[config.mk]
export PLATFORM = sky130hd
export DESIGN_NAME = paddle_motion
export DESIGN_NICKNAME = d
export VERILOG_FILES = /design/src/rtl/paddle_motion.sv
export SDC_FILE = /design/constraint.sdc
export NUM_CORES = 1
export LEC_CHECK = 0
export CORE_UTILIZATION = 30
export CTS_CLUSTER_SIZE = 12
export DETAILED_ROUTE_END_ITERATION = 6
export GPL_TIMING_DRIVEN = 1
export SYNTH_ARGS = -nofsm -noshare
export SYNTH_HDL_FRONTEND = slang
export SYNTH_SLANG_ARGS = --single-unit
[constraint.sdc]
create_clock -name clk -period 4.44 [get_ports clk]
set_input_delay 0.888 -clock clk [delete_from_list [all_inputs] [get_ports clk]]
set_output_delay 0.888 -clock clk [all_outputs]
set_load 0.05 [all_outputs]
[src/rtl/paddle_motion.sv]
// Paddle position controller: manual or ball-tracking commands drive a
// ramp-then-cruise stepper that moves the paddle one pixel per interval.
module paddle_motion #(
    parameter int unsigned V_VIDEO     = 480,
    parameter int unsigned PDL_HEIGHT  = 96,
    parameter int unsigned START_X     = 24,
    parameter int unsigned SLOW_PSC    = 41958,
    parameter int unsigned FAST_PSC    = 20979,
    parameter int unsigned ACCEL_STEPS = 8,
    parameter int unsigned AI_DEADBAND = 8
) (
    input  logic       clk,
    input  logic       rst,
    input  logic       reset_game,
    input  logic       mode_ai,
    input  logic       move_up,
    input  logic       move_down,
    input  logic [9:0] ball_y,
    output logic [9:0] x_pos,
    output logic [9:0] y_pos,
    output logic       step,
    output logic       at_top,
    output logic       at_bottom
);

    localparam int unsigned VW = $clog2(SLOW_PSC);
    localparam int unsigned SW = (ACCEL_STEPS < 1) ? 1 : $clog2(ACCEL_STEPS + 1);
    localparam logic [9:0]  Y_HOME = 10'(V_VIDEO / 2 - PDL_HEIGHT / 2);
    localparam logic [9:0]  Y_MAX  = 10'(V_VIDEO - PDL_HEIGHT);

    typedef enum logic [1:0] {CMD_NONE, CMD_UP, CMD_DOWN} cmd_t;
    typedef enum logic [1:0] {IDLE, RAMP, CRUISE} state_t;

    state_t          state;
    cmd_t            dir_q;
    cmd_t            cmd;
    logic [VW-1:0]   vel_count;
    logic [SW-1:0]   step_cnt;
    logic [VW-1:0]   vel_last;
    logic [10:0]     centre;
    logic [10:0]     ball_lo;
    logic [10:0]     centre_hi;
    logic            up_blocked;
    logic            down_blocked;
    logic            can_move;

    assign x_pos     = 10'(START_X);
    assign at_top    = (y_pos == '0);
    assign at_bottom = (y_pos == Y_MAX);

    always_comb begin
        centre    = {1'b0, y_pos} + 11'(PDL_HEIGHT / 2);
        ball_lo   = {1'b0, ball_y} + 11'(AI_DEADBAND);
        centre_hi = centre + 11'(AI_DEADBAND);
        cmd       = CMD_NONE;
        if (mode_ai) begin
            if (ball_lo < centre)
                cmd = CMD_UP;
            else if ({1'b0, ball_y} > centre_hi)
                cmd = CMD_DOWN;
        end else begin
            if (move_up && !move_down)
                cmd = CMD_UP;
            else if (move_down && !move_up)
                cmd = CMD_DOWN;
        end
    end

    always_comb begin
        vel_last     = (state == CRUISE) ? VW'(FAST_PSC - 1) : VW'(SLOW_PSC - 1);
        up_blocked   = (y_pos == '0);
        down_blocked = ({1'b0, y_pos} + 11'(PDL_HEIGHT)) >= 11'(V_VIDEO);
        can_move     = (dir_q == CMD_UP) ? !up_blocked : !down_blocked;
    end

    always_ff @(posedge clk or posedge rst) begin
        if (rst) begin
            y_pos     <= Y_HOME;
            step      <= 1'b0;
            state     <= IDLE;
            dir_q     <= CMD_NONE;
            vel_count <= '0;
            step_cnt  <= '0;
        end else begin
            step <= 1'b0;
            if (reset_game) begin
                y_pos     <= Y_HOME;
                state     <= IDLE;
                dir_q     <= CMD_NONE;
                vel_count <= '0;
                step_cnt  <= '0;
            end else if (cmd == CMD_NONE) begin
                state     <= IDLE;
                dir_q     <= CMD_NONE;
                vel_count <= '0;
                step_cnt  <= '0;
            end else if (cmd != dir_q) begin
                state     <= RAMP;
                dir_q     <= cmd;
                vel_count <= '0;
                step_cnt  <= '0;
            end else if (vel_count < vel_last) begin
                vel_count <= vel_count + VW'(1);
            end else begin
                // Interval expires even when the step is blocked at an edge.
                vel_count <= '0;
                if (can_move) begin
                    y_pos <= (dir_q == CMD_UP) ? y_pos - 10'd1 : y_pos + 10'd1;
                    step  <= 1'b1;
                    if (state == RAMP) begin
                        step_cnt <= step_cnt + SW'(1);
                        if (step_cnt == SW'(ACCEL_STEPS - 1))
                            state <= CRUISE;
                    end
                end
            end
        end
    end

endmodule

==> results of run 1 <==
-- registers in the layout, summed over array words and instances (netlist names) --
| name | count |
|---|---|
| dir_q | 2 |
| y_pos | 10 |
| step_cnt | 4 |
| step | 1 |
| vel_count | 16 |
| state | 2 |
-- final cells by class --
cell class	instances	area (um^2)
Clock buffer	5	68.8
Fill cell	1066	6630
Multi-Input combinational cell	291	2180
Clock inverter	3	67.6
Tap cell	136	170
Timing Repair Buffer	30	295
Inverter	21	78.8
Sequential cell	35	878
-- power by group --
part	internal (uW)	leakage, uW	total (uW)	switching [uW]
Sequential	323	0.000479	330	7.26
Combinational	55.0	0.00112	147	92.3
Clock	224	0.0000644	350	126
Total	602	0.00166	827	226
-- placed cells by master, fill, tap and decap left out, drive strengths merged, types with 5 or more instances in the layout --
cell / n
nand2: 20
ha: 44
inv: 21
nor3: 7
clkbuf: 5
nor2b: 7
conb: 10
xor2: 21
and3: 10
nor2: 39
clkdlybuf4s50: 28
xnor2: 18
nand3: 16
a21oi: 13
dfrtp: 33
nand4: 5
nand2b: 6
o21ai: 10
o22ai: 6
-- through the flow --
| step | std cells | util [%] | instance area [um^2] | hold WS, ps | total power (uW) |
|---|---|---|---|---|---|
| after floorplan | 363 | - | 3250 | 463 | 447 |
| after global placement | 513 | 34.8 | 3600 | 501 | 481 |
| after detailed placement | 513 | 34.8 | 3600 | 508 | 483 |
| after CTS | 521 | 36.1 | 3740 | 518 | 833 |
| after global routing | 521 | 36.1 | 3740 | 536 | 868 |
| final | 521 | 36.1 | 3740 | 516 | 827 |
-- worst min-delay path by stage --
stage                            start      endpoint  depth (start not counted)
after CTS                 vel_count[0]  vel_count[0]                          1
final                     vel_count[0]  vel_count[0]                          1
after floorplan           vel_count[0]  vel_count[0]                          1
after global routing      vel_count[0]  vel_count[0]                          1
after global placement        state[1]      state[1]                          2
after detailed placement  vel_count[0]  vel_count[0]                          1
-- cells by family after synthesis --
kind of cell | Yosys count | synth area share, %
AO/OA/AOI/OAI | 68 | 17.2
AND/OR/NAND/NOR | 127 | 20.5
multiplexers | 2 | 0.661
adder cells (fa/ha/maj) | 45 | 17.7
other | 2 | 0.233
flip-flops | 35 | 27.3
buffers and inverters | 37 | 5.80
XOR/XNOR | 39 | 10.6
-- metal layers --
metal / vias up / global-route usage (%) / routed length, um
li1: 1310 / - / -
met1: 1241 / 20.5 / 3770
met2: 51 / 21.3 / 3160
met3: 4 / 2.54 / 206
met4: 0 / 2.78 / 46
met5: - / 0 / 0
==> flow_summary.toml, run 1 <==
[die]
coreArea_mm2 = 0.0104
die_y_um = 106
io_pins = 39
num_rows = 37
start_util_pct = 31.0
chipWidth_um = 106
dieArea_mm2 = 0.0111

[clock_network]
ctsResizeCount = 0
clock_latency_ps = 300
cts-hold-fix-buffers = 0
htree_levels = 2
post-cts-setup-buffer-count = 0
cts.clk_slew.worst_paths_ps = 70
numCtsBuffers = 5
cts_num_sinks = 35
cts.path.max_buffers = 2
cts_tree = "yes"
cts_root_buf = "clkbuf_8"

[timing]
setup_viol = 0
tightest_slew_ps = 510
layout_min_cycle_time_ps = 3870
clock_skew_ps = 14.0
finalMaxSlewViolations = 0
fin_setup_tns_ps = 0
hold_violations = 0
finalCritPeriodShare_pct = 87.2
slew_headroom_pct = 66.0
max_clock_freq_mhz = 258
rsz0062_at_grt = "no"
fin_ws_ps = 570

[synthesis]
synth_cell_type_count = 65
ys_seq_area_share_pct = 27.3
syn_area_mm2 = 0.00322
synth_edf_count = 0
netlist_instances = 355
synth_top_area_cell = "dfrtp_1"
synth_common_cells = "44 x ha_1, 39 x nor2_1, 33 x dfrtp_1"
yosysMostFrequentCell = "ha_1"
yosys_warnings = 0
async_reset_ff_share_pct = 100
synth-seq-cells = 35
synth.area.top_cells = "dfrtp_1 26%, ha_1 17%, xor2_1 5.7%"
synth_area_per_cell_um2 = 9.06
yosys_most_used_dff = "dfrtp_1"
synth_top_area_share_pct = 25.7

[status]
status = "finished clean"

[worst_setup_path]
crit_required_ps = 4670
worst_r2r_endpoint = "y_pos[8]"
max_stage_delay_ps = 480
r2r-start = "y_pos[5]"
slowest_stage = "dfrtp_1"
path_cells = "inv_1 -> ha_1 -> a21oi_1 -> xnor2_1 -> nand2_1 -> mux2_2 -> ha_1 -> a21oi_1 -> nand2_1 -> a211o_1 -> o211ai_2 -> o21ai_0 -> o31ai_1 -> a22o_1"
path_delay_family = "compound AO/OA/AOI/OAI gates"
r2r_setup_slack_ps = 570
crit_end = "y_pos[8]"
endpoint_kind = "flip-flop"
critPathLaunch = "y_pos[5]"
worst-path-buf-inv = 1
ff2ff_path_depth = 14
critPathKind = "reg -> reg"
path_max_fanout = 6
start_kind = "flip-flop"
cp.depth = 14
cp.arrival_ps = 4100

[detailed_routing]
via_per_inst = 5.00
drt-total-wl_mm = 7.19
drtIter0Drc = 75
ant_nets = 0
vias = 2606
drt_pass1_iterations = 6
wl_per_cell_um = 13.8
drc = 0

[cells_and_area]
nets = 445
areaGrowthSynthToFinish_pct = 16.3
n_antenna_cell = 0
layout-drive-gt1-share_pct = 7.79

[place]
pre_cts_ws_ps = 380
gp_congestion = 0.819
portBuffers = 28
dpl.hpwl_mm = 5.52

[global_route]
grt_pass1_vias = 2556
antenna_found_initial = 0
overflow = 0
grt_first_pass_wirelength_mm = 12.5
grt_max_degree = 36
track_usage_pct = 14.0

[power]
cellPowerDensity_mw_per_mm2 = 221
p_leak_uw = 0.00166
ir_drop_mv = 0.174

[min_path]
hold_path.class = "reg -> reg"

[flow_run]
maxCapViolations = 0
(Power assumes the default switching activity.)
==> run 2: changes to the inputs <==
Settings changed: ABC_CLOCK_PERIOD_IN_PS from default to 4440.
==> results of run 2 <==
The final DEF is identical to that of run 1; final timing and power are the same.
